File: src/rtl/cmd_dispatch_pkg.sv
// Shared constants for the command dispatcher: frame sync bytes, reply status
// codes, the broadcast wipe id and the FSM state encoding.
// Optional feature macro: CMD_DISPATCH_ECHO_EN (adds the REPLY2 echo state).
package cmd_dispatch_pkg;

  localparam logic [7:0] SYNC_CMD  = 8'hC0;
  localparam logic [7:0] SYNC_RESP = 8'hC1;
  localparam logic [7:0] WIPE_ID   = 8'hFF;

  localparam logic [7:0] ST_ACK        = 8'h01;
  localparam logic [7:0] ST_NAK        = 8'h02;
  localparam logic [7:0] ST_ERR        = 8'h03;
  localparam logic [7:0] ST_TIMEOUT    = 8'h04;
  localparam logic [7:0] ST_BAD_TARGET = 8'h05;

  localparam logic [2:0] S_IDLE    = 3'd0;
  localparam logic [2:0] S_PAYLOAD = 3'd1;
  localparam logic [2:0] S_ISSUE   = 3'd2;
  localparam logic [2:0] S_WAIT    = 3'd3;
  localparam logic [2:0] S_WIPE    = 3'd4;
  localparam logic [2:0] S_REPLY   = 3'd5;
`ifdef CMD_DISPATCH_ECHO_EN
  localparam logic [2:0] S_REPLY2  = 3'd6;
`endif

  // Assemble a status reply word from its fields.
  function automatic logic [31:0] make_reply(input logic [7:0] status,
                                             input logic [7:0] tag,
                                             input logic [7:0] id);
    return {SYNC_RESP, status, tag, id};
  endfunction

endpackage

File: src/rtl/dispatch_timeout_timer.sv
// Decoder response timeout timer. Cleared when a command is issued, counts
// while enabled, and flags expiry for one cycle on the (TIMEOUT_CYCLES-1)th
// enabled cycle so the wait state lasts TIMEOUT_CYCLES-1 cycles at most.
module dispatch_timeout_timer #(
  parameter int TIMEOUT_CYCLES = 1024
) (
  input  logic clk,
  input  logic reset_n,
  input  logic clear_i,
  input  logic enable_i,
  output logic expired_o
);

  localparam int CW = $clog2(TIMEOUT_CYCLES);
  localparam logic [CW-1:0] LAST = CW'(TIMEOUT_CYCLES - 2);

  logic [CW-1:0] count_q;

  assign expired_o = enable_i && (count_q == LAST);

  // Count enabled cycles; stop at the expiry value until cleared.
  always_ff @(posedge clk) begin
    // NOTE: sequential state uses non-blocking assignments so every register
    // samples pre-edge values regardless of statement order.
    if (!reset_n) begin
      count_q <= '0;
    end else if (clear_i) begin
      count_q <= '0;
    end else if (enable_i && !expired_o) begin
      count_q <= count_q + 1'b1;
    end
  end

endmodule

File: src/rtl/cmd_dispatcher.sv
// Command dispatcher: takes header+payload frames from the host, strobes the
// addressed decoder, collects its ack/nak/err (or a timeout) and returns a
// status reply. Optional macro CMD_DISPATCH_ECHO_EN appends a second reply
// word echoing the payload.
module cmd_dispatcher
  import cmd_dispatch_pkg::*;
#(
  parameter int NUM_TARGETS    = 8,
  parameter int TIMEOUT_CYCLES = 1024
) (
  input  logic                   clk,
  input  logic                   reset_n,
  input  logic [31:0]            rx_data,
  input  logic                   rx_valid,
  output logic                   rx_ready,
  output logic [31:0]            received_data,
  output logic [NUM_TARGETS-1:0] data_valid,
  output logic                   wipe_settings,
  input  logic [NUM_TARGETS-1:0] dec_ack,
  input  logic [NUM_TARGETS-1:0] dec_nak,
  input  logic [NUM_TARGETS-1:0] dec_err,
  output logic [31:0]            resp_data,
  output logic                   resp_valid,
  input  logic                   resp_ready,
  output logic [15:0]            sync_err_cnt
);

  localparam logic [7:0] NT_B = 8'(NUM_TARGETS);

  logic [2:0]             state_q, state_d;
  logic                   rx_ready_q;
  logic [31:0]            received_data_q;
  logic [NUM_TARGETS-1:0] data_valid_q;
  logic [NUM_TARGETS-1:0] target_mask_q;
  logic                   wipe_q;
  logic [31:0]            resp_data_q;
  logic                   resp_valid_q;
  logic [15:0]            sync_err_cnt_q;
  logic [7:0]             tag_q, id_q;
  logic [7:0]             status_d;

  logic rx_fire, resp_fire, hdr_ok;
  logic flag_ack, flag_nak, flag_err, timer_expired;

  assign rx_fire   = rx_valid && rx_ready_q;
  assign resp_fire = resp_valid_q && resp_ready;
  assign hdr_ok    = (rx_data[31:24] == SYNC_CMD);

  // Only the addressed decoder's flags are visible to the FSM.
  assign flag_ack = |(dec_ack & target_mask_q);
  assign flag_nak = |(dec_nak & target_mask_q);
  assign flag_err = |(dec_err & target_mask_q);

  dispatch_timeout_timer #(
    .TIMEOUT_CYCLES(TIMEOUT_CYCLES)
  ) u_timer (
    .clk      (clk),
    .reset_n  (reset_n),
    .clear_i  (state_q == S_ISSUE),
    .enable_i (state_q == S_WAIT),
    .expired_o(timer_expired)
  );

  // Next state and the status captured on entry to REPLY.
  always_comb begin
    // NOTE: defaults first so every path assigns every output; otherwise a
    // missing branch infers a latch.
    state_d  = state_q;
    status_d = ST_ACK;
    case (state_q)
      S_IDLE: begin
        if (rx_fire && hdr_ok) state_d = S_PAYLOAD;
      end
      S_PAYLOAD: begin
        if (rx_fire) begin
          if (id_q == WIPE_ID) begin
            state_d = S_WIPE;
          end else if (id_q >= NT_B) begin
            state_d  = S_REPLY;
            status_d = ST_BAD_TARGET;
          end else begin
            state_d = S_ISSUE;
          end
        end
      end
      S_ISSUE: state_d = S_WAIT;
      S_WAIT: begin
        if (flag_err) begin
          state_d  = S_REPLY;
          status_d = ST_ERR;
        end else if (flag_nak) begin
          state_d  = S_REPLY;
          status_d = ST_NAK;
        end else if (flag_ack) begin
          state_d  = S_REPLY;
          status_d = ST_ACK;
        end else if (timer_expired) begin
          state_d  = S_REPLY;
          status_d = ST_TIMEOUT;
        end
      end
      S_WIPE: begin
        state_d  = S_REPLY;
        status_d = ST_ACK;
      end
      S_REPLY: begin
`ifdef CMD_DISPATCH_ECHO_EN
        if (resp_fire) state_d = S_REPLY2;
`else
        if (resp_fire) state_d = S_IDLE;
`endif
      end
`ifdef CMD_DISPATCH_ECHO_EN
      S_REPLY2: begin
        if (resp_fire) state_d = S_IDLE;
      end
`endif
      default: state_d = S_IDLE;
    endcase
  end

  // State, frame fields, strobes and the reply register.
  always_ff @(posedge clk) begin
    if (!reset_n) begin
      state_q         <= S_IDLE;
      rx_ready_q      <= 1'b0;
      received_data_q <= '0;
      data_valid_q    <= '0;
      target_mask_q   <= '0;
      wipe_q          <= 1'b0;
      resp_data_q     <= '0;
      resp_valid_q    <= 1'b0;
      sync_err_cnt_q  <= '0;
      tag_q           <= '0;
      id_q            <= '0;
    end else begin
      state_q    <= state_d;
      rx_ready_q <= (state_d == S_IDLE) || (state_d == S_PAYLOAD);
      wipe_q     <= (state_d == S_WIPE);

      // The strobe and the flag-select mask share the one-hot decode of id.
      data_valid_q <= '0;
      if (state_d == S_ISSUE) begin
        data_valid_q  <= NUM_TARGETS'(1) << id_q;
        target_mask_q <= NUM_TARGETS'(1) << id_q;
      end

      if (state_q == S_IDLE && rx_fire) begin
        if (hdr_ok) begin
          tag_q <= rx_data[15:8];
          id_q  <= rx_data[7:0];
        end else if (sync_err_cnt_q != 16'hFFFF) begin
          sync_err_cnt_q <= sync_err_cnt_q + 16'd1;
        end
      end

      // Held until the next payload: decoders sample it after their strobe.
      if (state_q == S_PAYLOAD && rx_fire) begin
        received_data_q <= rx_data;
      end

`ifdef CMD_DISPATCH_ECHO_EN
      resp_valid_q <= (state_d == S_REPLY) || (state_d == S_REPLY2);
      if (state_d == S_REPLY2 && state_q == S_REPLY) begin
        resp_data_q <= received_data_q;
      end
`else
      resp_valid_q <= (state_d == S_REPLY);
`endif
      if (state_d == S_REPLY && state_q != S_REPLY) begin
        resp_data_q <= make_reply(status_d, tag_q, id_q);
      end
    end
  end

  assign rx_ready      = rx_ready_q;
  assign received_data = received_data_q;
  assign data_valid    = data_valid_q;
  assign wipe_settings = wipe_q;
  assign resp_data     = resp_data_q;
  assign resp_valid    = resp_valid_q;
  assign sync_err_cnt  = sync_err_cnt_q;

endmodule

File: config.mk
export PLATFORM = sky130hd
export DESIGN_NAME = cmd_dispatcher
export DESIGN_NICKNAME = d
export VERILOG_FILES = /design/src/rtl/cmd_dispatch_pkg.sv /design/src/rtl/dispatch_timeout_timer.sv /design/src/rtl/cmd_dispatcher.sv
export SDC_FILE = /design/constraint.sdc
export NUM_CORES = 1
export LEC_CHECK = 0
export ABC_AREA = 1
export BUFFER_PORTS_ARGS = -buffer_cell sky130_fd_sc_hd__clkbuf_2
export CAP_MARGIN = 10
export CORE_MARGIN = 3
export CORE_UTILIZATION = 56
export DETAILED_ROUTE_END_ITERATION = 8
export PLACE_DENSITY = 0.92
export SLEW_MARGIN = 20
export SYNTH_ARGS = -nofsm -noshare
export SYNTH_HDL_FRONTEND = slang
export SYNTH_HIERARCHICAL = 1
export SYNTH_SLANG_ARGS = --single-unit
File: constraint.sdc
create_clock -name clk -period 4.5 [get_ports clk]
set_input_delay 0 -clock clk [delete_from_list [all_inputs] [get_ports clk]]
set_output_delay 0 -clock clk [all_outputs]
set_load 0.005 [all_outputs]
==> flow_metrics.py, run 1 <==
metrics = {
    "grt": {
        "grt_pass1_vias": 4650,
        "grt_antenna_before_repair": 0,
        "grt_max_degree": 80,
        "track_usage": 0.266,
        "grt_pass1_wl_mm": 22.2,
        "grt_overflow": 0,
    },
    "route": {
        "first_iter_violations": 296,
        "firstDrtPassIters": 5,
        "ant_nets": 0,
        "vias_per_cell": 5.05,
        "wl_mm": 14.1,
        "vias": 5204,
        "avgRoutedWirePerCell_um": 13.6,
        "top_layer_used": "met4",
        "wl_met3_um": 973,
        "drc": 0,
        "wl_met2_mm": 6.81,
        "routedLengthMet1_mm": 6.06,
    },
    "synth": {
        "post-synth-top-count-cell": "nand2_1",
        "yosysTopAreaCellShare": 0.443,
        "synth_common_cells": "174 x nand2_1, 133 x nor2_1, 116 x dfxtp_1",
        "syn-cell-area_um2": 5240,
        "synthFlopType": "dfxtp_1",
        "syn-instance-count": 743,
        "synth_area_leaders": "dfxtp_1 44%, nand2_1 12%, nor2_1 9.5%",
        "yosys_warnings": 6,
        "avgSynthCellArea_um2": 7.05,
        "seq_area_frac_synth": 0.443,
        "synth_top_cell_by_area": "dfxtp_1",
        "synth_edf_count": 0,
        "netlist-cell-type-count": 35,
        "async_flop_share": 0,
        "ys_ff_latch": 116,
    },
    "sta": {
        "min_period_ns": 2.24,
        "slew_headroom": 0.476,
        "finalSetupViolations": 0,
        "finClkSkew_ns": 0.0108,
        "slew_violations": 0,
        "max_freq_mhz": 447,
        "worstMarginPinSlew_ns": 0.786,
        "finalCritPeriodShare": 0.497,
        "hold_viol": 0,
        "whs_ns": 0.0491,
        "finalSetupTns_ns": 0,
        "rsz0062_at_grt": "no",
    },
    "placed_design": {
        "gp_congestion": 0.904,
        "dp.cells": 965,
        "dpl.hpwl_mm": 9.02,
        "io_buffers": 140,
    },
    "clocking": {
        "cts_htree_levels": 4,
        "cts-root-buf": "clkbuf_8",
        "clock_sinks": 116,
        "cts_resized": 0,
        "clk_pin_slew_ns": 0.06,
        "cts_buffers": 17,
        "insertion_delay_ns": 0.50,
        "postCtsSetupBuffers": 0,
        "cts_tree": "built",
        "cts_buffer_depth": 2,
    },
    "floorplan": {
        "die_w_um": 103,
        "start_util": 0.589,
        "pin_count": 151,
        "fp.dieH_um": 103,
        "design.core.area_um2": 8890,
        "rows": 34,
        "dieArea_um2": 10500,
    },
    "setup_path": {
        "critPathKind": "reg2reg",
        "endpoint_kind": "flop",
        "crit_fanout": 37,
        "reg2reg_slack_ns": 2.26,
        "arrival_ns": 2.62,
        "reg2reg_depth": 12,
        "worst_ep_required_time_ns": 4.88,
        "start_kind": "flop",
    },
    "power": {
        "power_density_nw_per_um2": 346,
        "power_leakage_nw": 3.28,
        "vdd_drop_max_mv": 0.335,
    },
    "hold_path": {
        "hp-class": "in2reg",
        "whs_path_depth": 3,
    },
    "layout": {
        "area_delta_synth_final_pct": 29.5,
        "layout-drive-gt1-share": 0.230,
        "final_nets": 972,
        "diodes": 0,
        "layout.cells.non_filler": 1030,
    },
    "outcome": {
        "status": "finished, final reports clean",
    },
    "run": {
        "drv_cap": 0,
    },
}
-- repair_timing --
item	4_1_cts	5_1_grt
hold buffers	33	0
setup endpoints to repair	0	0
endpoints found under the hold margin	48	0
-- routing by layer --
metal,up-vias,global-route usage
li1,2659,-
met1,2324,0.342
met2,199,0.444
met3,22,0.0609
met4,0,0.0878
met5,-,0
-- cells in the final DEF (no fill, tap or decap), drive strengths merged --
cell type    count
a21oi           62
a31oi            1
buf              2
clkbuf         160
clkinv           7
clkinvlp         3
conb            10
dfxtp          116
dlygate4sd3     33
ha               3
inv             79
nand2          186
nand3           23
nand3b           2
nand4           14
nor2           144
nor3             9
o21ai           56
o21bai           1
xnor2            4
xor2             7
-- power by group --
| part | internal, W | total [W] | switching (W) |
|---|---|---|---|
| clock network | 0.000713 | 0.00122 | 0.000502 |
| registers | 0.00103 | 0.00103 | 0.00000292 |
| logic | 0.0000464 | 0.0000958 | 0.0000493 |
| total | 0.00179 | 0.00234 | 0.000555 |
-- cells by family after synthesis --
family / count (synthesis) / synth area share
buf+inv: 114 / 0.0970
fa+ha+maj: 3 / 0.00717
xor+xnor: 11 / 0.0184
other cells: 1 / 0.000716
compound gates: 120 / 0.119
flops: 116 / 0.443
simple gates: 378 / 0.314
-- final timing paths --
| path | start | end |
|---|---|---|
| setup reg to reg | state_q[2] | resp_data[18] |
| hold reg to reg | sync_err_cnt[15] | sync_err_cnt[15] |
| setup / recovery | state_q[2] | resp_data[18] |
| hold / removal | reset_n | sync_err_cnt[4] |
-- per-stage QoR --
step | cell area, um2 | power [W] | worst slack [ns] | util
2_1_floorplan | 5270 | 0.00109 | 2.63 | -
6_report | 6780 | 0.00234 | 2.26 | 0.763
4_1_cts | 6780 | 0.00235 | 2.28 | 0.763
3_3_place_gp | 5910 | 0.00112 | 2.43 | 0.664
5_1_grt | 6780 | 0.00240 | 1.97 | 0.763
3_5_place_dp | 5910 | 0.00112 | 2.35 | 0.664
-- cell type report --
class / instances / area [um2]
inverter: 77 / 294
fill: 636 / 2110
multi-input combinational: 522 / 2440
tap: 108 / 135
clock buffer: 20 / 445
timing repair buffer: 175 / 1050
sequential: 116 / 2320
clock inverter: 12 / 97.6
-- sequential cells by signal, summed over array words and instances, names as in the netlist --
name / cells
state_q: 3
resp_valid: 1
wipe_settings: 1
target_mask_q: 8
data_valid: 8
rx_ready: 1
resp_data: 20
id_q: 8
received_data: 32
tag_q: 8
sync_err_cnt: 16
u_timer/count_q: 10
-- critical path, stage by stage, from the launching register on --
cell and delay, ns:
dfxtp_1 0.34, inv_2 0.09, nand2_1 0.14, nor2_4 0.31, inv_1 0.08, nor2_1 0.15, nor2_1 0.07, nand3_1 0.11
a21oi_2 0.08, nand2_2 0.12, nand3_4 0.31, nor2_1 0.26, nor2_1 0.08
(Power assumes the default switching activity.)
==> inputs of run 2 (changes only) <==
CORE_UTILIZATION = 47   (was 56)
PLACE_DENSITY = 0.83   (was 0.92)
clock period = 1.9 ns   (was 4.5 ns; I/O delays follow)
==> flow_metrics.py, run 2 (synthesis gave the netlist of run 1 again) <==
metrics = {
    "setup_path": {
        "crit_fanout": 8,
        "endpoint_kind": "flop",
        "arrival_ns": 2.48,
        "start_kind": "flop",
        "worst_ep_required_time_ns": 2.34,
        "critPathKind": "reg2reg",
    },
    "hold_path": {
        "hp-class": "in2reg",
    },
    "power": {
        "power_leakage_nw": 3.44,
        "power.total_w": 0.00557,
        "power_density_nw_per_um2": 775,
        "vdd_drop_max_mv": 0.574,
    },
    "placed_design": {
        "dpl.hpwl_mm": 9.33,
        "place_ws_ns": -0.0117,
        "dp.cells": 1008,
        "gp_congestion": 0.860,
        "io_buffers": 140,
    },
    "layout": {
        "final_common_cell": "nand2_1",
        "layout.cells.most_common_list": "163 x nand2_1, 140 x clkbuf_2, 128 x nor2_1",
        "multiInputGateArea_um2": 2520,
        "area_delta_synth_final_pct": 37.2,
        "final_util": 0.680,
        "diodes": 0,
        "seqCellArea_um2": 2330,
        "layout.cells.non_filler": 1083,
        "final_nets": 997,
        "largest_register_ffs": 32,
        "fillCellCount": 855,
        "layout-drive-gt1-share": 0.273,
    },
    "sta": {
        "worstMarginPinSlew_ns": 0.536,
        "hold_viol": 0,
        "slew_violations": 0,
        "finalCritPeriodShare": 1.08,
        "fin_ws_ns": -0.143,
        "finClkSkew_ns": 0.0151,
        "slew_headroom": 0.640,
        "rsz0062_at_grt": "yes",
        "min_period_ns": 2.04,
        "finalSetupViolations": 28,
        "max_freq_mhz": 489,
    },
    "route": {
        "ant_nets": 0,
        "first_iter_violations": 274,
        "wl_mm": 14.6,
        "avgRoutedWirePerCell_um": 13.5,
        "vias": 5351,
        "drc": 0,
        "vias_per_cell": 4.94,
        "firstDrtPassIters": 6,
    },
    "outcome": {
        "violations": "negative setup slack",
        "status": "complete, but fails checks",
    },
    "grt": {
        "grt_antenna_before_repair": 0,
        "grt_overflow": 0,
        "track_usage": 0.228,
        "grt_pass1_wl_mm": 23.7,
        "grt_max_degree": 51,
        "grt_pass1_vias": 5083,
    },
    "floorplan": {
        "dieArea_um2": 12400,
        "start_util": 0.496,
        "fp.dieH_um": 112,
        "pin_count": 151,
        "design.core.area_um2": 10600,
        "rows": 37,
        "die_w_um": 112,
    },
    "clocking": {
        "cts_tree": "built",
        "clk_pin_slew_ns": 0.06,
        "cts-root-buf": "clkbuf_8",
        "cts_buffers": 17,
        "clock_sinks": 116,
        "cts_htree_levels": 4,
        "insertion_delay_ns": 0.52,
        "cts_buffer_depth": 2,
    },
    "run": {
        "drv_cap": 0,
    },
}
==> run 2: cell count changes in the layout (fill, tap and decap cells not counted), sizes merged <==
cell | previous run | this run
buf | 2 | 25
clkinv | 7 | 4
inv | 79 | 84
==> run 2: stage by stage <==
stage	cell area, um2	hold slack [ns]	setup TNS [ns]
3_5_place_dp	6090	0.234	-0.0120
6_report	7180	0.0469	-1.90
5_1_grt	7180	0.0442	-4.87
3_3_place_gp	6090	0.224	0
4_1_cts	7000	0.0120	0
2_1_floorplan	5270	0.135	0
==> run 2: critical path, cell delays in order (launching register included) <==
cell and delay (ns):
dfxtp_2 0.33, inv_2 0.09, ha_4 0.15, nand3_4 0.09
nor2_4 0.14, nand2_4 0.07, nor2_4 0.09, nor2_1 0.06
nand3_1 0.13, a21oi_2 0.09, nand2_2 0.10, nand3_4 0.16
clkbuf_16 0.22, nand2_2 0.05, nand2_1 0.04, nor2_1 0.15
==> run 2: timing repair <==
item	4_1_cts	5_1_grt
hold buffers	33	0
gates resized for setup	3	27
endpoints found under the hold margin	53	0
pin swaps	1	10
gates cloned	1	2
setup endpoints to repair	11	34
setup buffers	1	6
==> run 2: worst paths after layout <==
| path | startpoint | endpoint | slack [ns] | depth (start not counted) |
|---|---|---|---|---|
| worst max-delay path | u_timer/count_q[0] | resp_data[4] | -0.14 | 15 |
| worst min-delay path | rx_valid | target_mask_q[7] | 0.05 | 6 |
| worst max register to register | u_timer/count_q[0] | resp_data[4] | -0.14 | 15 |
| worst min register to register | resp_data[17] | resp_data[17] | 0.44 | 2 |
==> run 2: power breakdown <==
group / total (W) / leakage [nW] / internal [W] / switching, W
Clock: 0.00289 / 0.257 / 0.00164 / 0.00124
Sequential: 0.00244 / 0.936 / 0.00244 / 0.00000469
Combinational: 0.000241 / 2.25 / 0.000120 / 0.000121
==> run 2: routing by layer <==
metal | track usage | vias to the layer above | wire length [um] | share of wire
li1 | - | 2714 | - | -
met1 | 0.288 | 2401 | 6360 | 0.44
met2 | 0.374 | 212 | 6990 | 0.48
met3 | 0.0685 | 24 | 1050 | 0.072
met4 | 0.0795 | 0 | 185 | 0.013
met5 | 0 | - | 0 | 0
==> run 2: layout make-up <==
cell class / count / area share
sequential: 116 / 0.324
inverter: 77 / 0.0413
clock inverter: 14 / 0.0167
clock buffer: 18 / 0.0582
tap: 136 / 0.0237
timing repair buffer: 200 / 0.185
multi-input combinational: 522 / 0.352
==> inputs of run 3 (changes only) <==
CORE_ASPECT_RATIO = 2   (was unset)
==> flow_metrics.py, run 3 (synthesis gave the netlist of run 1 again) <==
metrics = {
    "layout": {
        "final_nets": 1005,
        "layout.cells.most_common_list": "163 x nand2_1, 140 x clkbuf_2, 124 x nor2_1",
        "fillCellCount": 853,
        "final_util": 0.684,
        "layout.cells.non_filler": 1092,
        "final_common_cell": "nand2_1",
        "layout-drive-gt1-share": 0.285,
        "diodes": 0,
        "largest_register_ffs": 32,
        "area_delta_synth_final_pct": 39.4,
    },
    "floorplan": {
        "fp.dieH_um": 155,
        "dieArea_um2": 12500,
        "design.core.area_um2": 10700,
        "die_w_um": 80.6,
        "start_util": 0.490,
        "rows": 53,
        "pin_count": 151,
    },
    "clocking": {
        "cts-root-buf": "clkbuf_16",
        "cts_buffer_depth": 2,
        "cts_buffers": 17,
        "insertion_delay_ns": 0.41,
        "clk_pin_slew_ns": 0.06,
        "cts_htree_levels": 4,
        "cts_tree": "built",
        "clock_sinks": 116,
    },
    "grt": {
        "grt_overflow": 0,
        "grt_pass1_vias": 5336,
        "grt_antenna_before_repair": 0,
        "grt_pass1_wl_mm": 24.0,
        "grt_max_degree": 35,
        "track_usage": 0.247,
    },
    "setup_path": {
        "critPathKind": "reg2reg",
        "endpoint_kind": "flop",
        "start_kind": "flop",
        "worst_ep_required_time_ns": 2.24,
        "crit_fanout": 8,
        "arrival_ns": 2.28,
    },
    "sta": {
        "slew_headroom": 0.615,
        "min_period_ns": 1.94,
        "finalSetupTns_ns": -0.0543,
        "fin_ws_ns": -0.0374,
        "hold_viol": 0,
        "finClkSkew_ns": 0.0105,
        "finalCritPeriodShare": 1.02,
        "slew_violations": 0,
        "worstMarginPinSlew_ns": 0.574,
        "rsz0062_at_grt": "yes",
        "finalSetupViolations": 4,
        "max_freq_mhz": 516,
    },
    "power": {
        "vdd_drop_max_mv": 0.647,
        "power_leakage_nw": 3.53,
        "power_density_nw_per_um2": 806,
    },
    "outcome": {
        "violations": "negative setup slack",
        "status": "complete, but fails checks",
    },
    "run": {
        "drv_cap": 0,
    },
    "placed_design": {
        "io_buffers": 140,
        "dp.cells": 1023,
        "gp_congestion": 0.854,
        "dpl.hpwl_mm": 10.4,
    },
    "route": {
        "drc": 0,
        "vias": 5498,
        "vias_per_cell": 5.03,
        "ant_nets": 0,
        "avgRoutedWirePerCell_um": 14.3,
        "first_iter_violations": 280,
        "wl_mm": 15.6,
        "firstDrtPassIters": 5,
    },
    "hold_path": {
        "hp-class": "in2reg",
    },
}
## run 3: changes by cell type in the layout (fill, tap and decap cells not counted), sizes merged
| cell | delta |
|---|---|
| inv | -3 |
| clkinvlp | -1 |
| clkinv | +1 |
| dlygate4sd3 | -1 |
| buf | +10 |
| bufinv | +2 |
## run 3: where the power goes
| part | internal (W) | switching, W | total, W |
|---|---|---|---|
| logic | 0.000115 | 0.000120 | 0.000235 |
| clock network | 0.00202 | 0.00119 | 0.00320 |
| registers | 0.00244 | 0.00000460 | 0.00244 |
## run 3: layout make-up
class                           count  area (um2)  area share
Clock buffer                       19         453      0.0621
Clock inverter                     13         146      0.0201
Inverter                           77         294      0.0403
Multi-Input combinational cell    522        2550       0.350
Sequential cell                   116        2320       0.318
Tap cell                          137         171      0.0235
Timing Repair Buffer              208        1360       0.186
## run 3: worst paths after layout
check / start / to / depth (start not counted) / slack (ns)
worst min-delay path: dec_nak[1] / resp_data[16] / 8 / 0.14
worst max register to register: u_timer/count_q[0] / resp_data[9] / 15 / -0.04
worst min register to register: tag_q[6] / resp_data[14] / 2 / 0.47
worst max-delay path: u_timer/count_q[0] / resp_data[9] / 15 / -0.04
## run 3: repair_timing
item | 4_1_cts | 5_1_grt
pin swaps | 1 | 8
endpoints found under the setup margin | 5 | 34
cloned | 1 | 1
setup buffers | 2 | 1
gates resized for setup | 4 | 32
hold endpoints to repair | 48 | 0
hold buffers | 32 | 0
## run 3: metal layers
layer  part of all wire  GRT usage
met1               0.35      0.229
met2               0.56      0.470
met3              0.043     0.0603
met4              0.047      0.137
met5                  0          0
## run 3: critical path: stages, from the launching register on
cell and delay [ns]:
dfxtp_2 0.32, inv_2 0.06, ha_4 0.13, nand3_4 0.08
nor2_4 0.13, nand2_4 0.06, nor2_4 0.09, nor2_1 0.05
nand3_1 0.12, a21oi_2 0.09, nand2_2 0.09, nand3_4 0.17
clkbuf_16 0.22, nand2_2 0.05, nand2_1 0.05, nor2_1 0.15
## run 3: stage by stage
stage	area [um2]	setup slack, ns	hold WS (ns)	power [W]
after floorplan	5270	0.0292	0.135	0.00259
after global placement	6190	0.0665	0.222	0.00267
after detailed placement	6190	0.0124	0.230	0.00267
after CTS	7160	0.0214	0.116	0.00592
after global routing	7300	-0.193	0.152	0.00606
final	7300	-0.0374	0.137	0.00588
